`config.mk`:
```
export PLATFORM = sky130hd
export DESIGN_NAME = seq_det_ctrl
export DESIGN_NICKNAME = d
export VERILOG_FILES = /design/src/rtl/seq_det_ctrl.sv
export SDC_FILE = /design/constraint.sdc
export NUM_CORES = 1
export LEC_CHECK = 0
export BUFFER_PORTS_ARGS = -buffer_cell sky130_fd_sc_hd__buf_4
export CORE_ASPECT_RATIO = 0.75
export CORE_MARGIN = 2
export CORE_UTILIZATION = 50
export DETAILED_ROUTE_END_ITERATION = 7
export GPL_TIMING_DRIVEN = 0
export PLACE_DENSITY = 0.72
export SYNTH_ARGS = -nofsm -noshare
export SYNTH_HDL_FRONTEND = slang
export SYNTH_SLANG_ARGS = --single-unit
```
`constraint.sdc`:
```
create_clock -name clk -period 4.2 [get_ports clk]
set_clock_uncertainty 0.05 [all_clocks]
set_input_delay 0.84 -clock clk [delete_from_list [all_inputs] [get_ports clk]]
set_output_delay 0.84 -clock clk [all_outputs]
set_load 0.01 [all_outputs]
```
`src/rtl/seq_det_ctrl.sv`:
```
// Programmable serial pattern-detect controller.
// A host loads pattern/length/target/overlap, arms the block with start, and
// the block scans a qualified serial stream, pulsing match on every hit and
// raising done once the requested number of matches has been seen.
module seq_det_ctrl #(
    parameter int PAT_W = 8,
    parameter int CNT_W = 8
) (
    input  logic                     clk,
    input  logic                     rst,
    input  logic                     cfg_valid,
    output logic                     cfg_ready,
    input  logic [PAT_W-1:0]         cfg_pattern,
    input  logic [$clog2(PAT_W):0]   cfg_len,
    input  logic [CNT_W-1:0]         cfg_target,
    input  logic                     cfg_overlap,
    input  logic                     start,
    input  logic                     abort,
    input  logic                     din,
    input  logic                     din_valid,
    output logic                     match,
    output logic [CNT_W-1:0]         match_count,
    output logic                     busy,
    output logic                     done,
    output logic                     err
);

    localparam int LEN_W = $clog2(PAT_W) + 1;

    typedef enum logic [1:0] {
        IDLE  = 2'd0,
        ARMED = 2'd1,
        SCAN  = 2'd2,
        DONE  = 2'd3
    } state_t;

    state_t             state_reg,   state_next;
    logic [PAT_W-1:0]   pat_reg,     pat_next;
    logic [LEN_W-1:0]   len_reg,     len_next;
    logic [CNT_W-1:0]   target_reg,  target_next;
    logic               overlap_reg, overlap_next;
    // Only PAT_W-1 past bits are kept: together with the incoming bit they
    // form the full PAT_W-bit window that a pattern can span.
    logic [PAT_W-2:0]   hist_reg,    hist_next;
    logic [LEN_W-1:0]   fill_reg,    fill_next;
    logic               match_reg,   match_next;
    logic [CNT_W-1:0]   count_reg,   count_next;
    logic               err_reg,     err_next;

    logic [PAT_W-1:0]   hist_shift;
    logic [PAT_W-1:0]   len_mask;
    logic [LEN_W-1:0]   fill_inc;
    logic [LEN_W-1:0]   fill_sat;
    logic [CNT_W-1:0]   count_inc;
    logic               hit;
    logic               cfg_legal;
    logic               transfer;

    // Mask selecting the low len_reg bits of the window for comparison.
    generate
        for (genvar gi = 0; gi < PAT_W; gi++) begin : g_len_mask
            assign len_mask[gi] = (LEN_W'(gi) < len_reg);
        end
    endgenerate

    assign hist_shift = {hist_reg, din};
    assign fill_inc   = fill_reg + 1'b1;
    assign fill_sat   = (fill_inc >= len_reg) ? len_reg : fill_inc;
    assign hit        = (fill_sat == len_reg) &&
                        (((hist_shift ^ pat_reg) & len_mask) == '0);
    assign count_inc  = count_reg + 1'b1;
    assign cfg_legal  = (cfg_len != '0) && (cfg_len <= LEN_W'(PAT_W)) &&
                        (cfg_target != '0);
    assign transfer   = cfg_valid && (state_reg != SCAN);

    // State and datapath registers; reset returns to an unconfigured IDLE.
    always_ff @(posedge clk) begin
        if (rst) begin
            state_reg   <= IDLE;
            pat_reg     <= '0;
            len_reg     <= '0;
            target_reg  <= '0;
            overlap_reg <= 1'b0;
            hist_reg    <= '0;
            fill_reg    <= '0;
            match_reg   <= 1'b0;
            count_reg   <= '0;
            err_reg     <= 1'b0;
        end else begin
            state_reg   <= state_next;
            pat_reg     <= pat_next;
            len_reg     <= len_next;
            target_reg  <= target_next;
            overlap_reg <= overlap_next;
            hist_reg    <= hist_next;
            fill_reg    <= fill_next;
            match_reg   <= match_next;
            count_reg   <= count_next;
            err_reg     <= err_next;
        end
    end

    // Next-state: config handshake beats start; abort beats a hit in SCAN.
    always_comb begin
        state_next   = state_reg;
        pat_next     = pat_reg;
        len_next     = len_reg;
        target_next  = target_reg;
        overlap_next = overlap_reg;
        hist_next    = hist_reg;
        fill_next    = fill_reg;
        count_next   = count_reg;
        match_next   = 1'b0;
        err_next     = 1'b0;
        case (state_reg)
            SCAN: begin
                if (abort) begin
                    state_next = ARMED;
                end else if (din_valid) begin
                    hist_next = hist_shift[PAT_W-2:0];
                    fill_next = fill_sat;
                    if (hit) begin
                        match_next = 1'b1;
                        count_next = count_inc;
                        if (!overlap_reg) begin
                            hist_next = '0;
                            fill_next = '0;
                        end
                        if (count_inc == target_reg) begin
                            state_next = DONE;
                        end
                    end
                end
            end
            default: begin
                if (transfer) begin
                    if (cfg_legal) begin
                        pat_next     = cfg_pattern;
                        len_next     = cfg_len;
                        target_next  = cfg_target;
                        overlap_next = cfg_overlap;
                        count_next   = '0;
                        state_next   = ARMED;
                    end else begin
                        err_next = 1'b1;
                    end
                end else if (start) begin
                    if (state_reg == IDLE) begin
                        err_next = 1'b1;
                    end else begin
                        state_next = SCAN;
                        hist_next  = '0;
                        fill_next  = '0;
                        count_next = '0;
                    end
                end
            end
        endcase
    end

    // Status outputs decoded from the current state.
    always_comb begin
        busy      = (state_reg == SCAN);
        done      = (state_reg == DONE);
        cfg_ready = (state_reg != SCAN);
    end

    assign match       = match_reg;
    assign match_count = count_reg;
    assign err         = err_reg;

endmodule

```
==> qor.yml <==
status: "finished clean"
synth_seq_area_share: 0.375
path_class: "flip-flop to flip-flop"
vias: 1970
path_max_fanout: 10
netlist_area_sq_um: 2350
ios: 41
rsz0062_at_grt: "no"
clk_latency_ns: 0.30
powerDensity_nw_per_um2: 325
syn_nets: 291
postSynthAreaPerCell_sq_um: 9.13
nNetsFinal: 337
drive_gt1_frac: 0.220
overflow: 0
grt_use_total: 0.207
post_cts_buffers: 0
synthFlopType: "dfxtp_1"
drt_wl_total_um: 5200
synth_top_area_share: 0.375
routed_via_density: 5.46
worstMarginPinSlew_ns: 0.766
num_rows: 21
start_kind: "flip-flop"
clock.fmax_mhz: 375
drt_iter0_markers: 139
numCtsBuffers: 5
ant_nets: 0
cts_root_buf: "clkbuf_8"
finish.utilization: 0.630
core-area_sq_um: 4490
ys_top_cells_by_count: "dfxtp_1 (44), nor2_1 (36), xnor2_1 (23), mux2i_1 (21), nand2_1 (17)"
antenna_cells: 0
synth_cell_types: 48
peakVddDrop_mv: 0.237
gp_congestion: 0.913
relSlewSlack: 0.485
cts.clk_slew.worst_paths_ns: 0.09
dp_hpwl_um: 3930
period_needed_ns: 2.66
start_util: 0.522
fp.dieW_um: 83.1
synth.largest_area_cell: "dfxtp_1"
min_path_type: "flip-flop to flip-flop"
cts_htree_levels: 2
io_buffer_count: 39
cts_tree: "yes"
syn_inst: 257
hold_viol: 0
multi_input_area_sq_um: 1380
fin_crit_sh: 0.634
grt_pass1_wl_um: 8560
wl_per_cell_um: 14.4
timing.max_cap.violations: 0
setup_tns_ns: 0
setup_viol: 0
maxSlewViolCount: 0
synth-seq-cells: 44
grt_max_degree: 15
cts_max_path_buffers: 2
p_leak_nw: 1.20
dieArea_sq_um: 5260
area_growth_pct: 20.7
antenna_found_initial: 0
cts-resized-gates: 0
arrival_ns: 2.81
clock_sinks: 44
synth_edf_count: 0
async_reset_ff_frac: 0
cts_hold_buf: 0
synth_area_leaders: "dfxtp_1 (38%), mux2i_1 (9.0%), xnor2_1 (8.6%)"
register_area_sq_um: 881
crit_path_end_kind: "flip-flop"
first_global_vias: 1727
fillerInstances: 397
cp.required_ns: 4.35
synth.most_common_cell: "dfxtp_1"
drt_first_pass_iters: 4
yosysWarnings: 0
drc: 0
die_y_um: 63.3
[power breakdown]
group          total (W)  switching, W  internal, W
Sequential      0.000444     0.0000129     0.000431
Clock           0.000346      0.000151     0.000195
Combinational   0.000130     0.0000656    0.0000646
Total           0.000920      0.000230     0.000690
[layer usage]
metal / global-route usage / vias up / wire length, um
li1: - / 1008 / -
met1: 0.314 / 904 / 2750
met2: 0.284 / 50 / 2080
met3: 0.0485 / 8 / 283
met4: 0.0697 / 0 / 84
met5: 0 / - / 0
[cell type report]
| type | count | share of cell area |
|---|---|---|
| clock buffers | 6 | 0.0292 |
| multi-input cells | 195 | 0.486 |
| repair buffers | 39 | 0.103 |
| inverters | 6 | 0.00795 |
| clock inverters | 2 | 0.0137 |
| well taps | 57 | 0.0252 |
| plain buffers | 12 | 0.0234 |
| flip-flops and latches | 44 | 0.311 |
[cell usage in the layout, fill, tap and decap left out, types with 7 or more instances in the layout]
cell type | Yosys | layout
nor4_1 | 7 | 7
nand2_1 | 17 | 17
nor2_1 | 36 | 36
dfxtp_1 | 44 | 44
mux2i_1 | 21 | 21
a21oi_1 | 9 | 9
a22o_1 | 11 | 11
xnor2_1 | 23 | 23
buf_4 | 0 | 39
[critical path: stages, from the launching register on]
cell     delay (ns)
dfxtp_1        0.38
ha_1           0.26
xnor2_1        0.25
inv_1          0.08
ha_1           0.29
a21o_2         0.22
a21oi_1        0.54
o21ai_0        0.15
a221o_1        0.33
[final timing paths]
| path | startpoint | endpoint | slack (ns) | depth (start not counted) |
|---|---|---|---|---|
| max | fill_reg[0] | fill_reg[2] | 1.54 | 8 |
| max reg2reg | fill_reg[0] | fill_reg[2] | 1.54 | 8 |
| min reg2reg | state_reg[1] | state_reg[1] | 0.46 | 2 |
| min | state_reg[1] | state_reg[1] | 0.46 | 2 |
[cells by family after synthesis]
group	Yosys count	share of synthesized area
and+or+nand+nor	93	0.197
AOI/OAI and AO/OA	47	0.162
DFF	44	0.375
xor gates and xnor gates	27	0.101
muxes	22	0.0944
buffers and inverters	18	0.0379
adders and majority gates	6	0.0320
[per-stage QoR]
stage / cells / hold WS [ns] / worst slack, ns / total power [W] / instance area (sq um)
floorplan: 257 / 0.405 / 1.84 / 0.000538 / 2350
global placement: 353 / 0.424 / 1.57 / 0.000581 / 2710
detailed placement: 353 / 0.444 / 1.56 / 0.000583 / 2710
CTS: 361 / 0.458 / 1.54 / 0.000925 / 2830
global route: 361 / 0.464 / 1.31 / 0.000964 / 2830
finish: 361 / 0.459 / 1.54 / 0.000920 / 2830
Note: power is estimated with default switching activity, not from simulation.
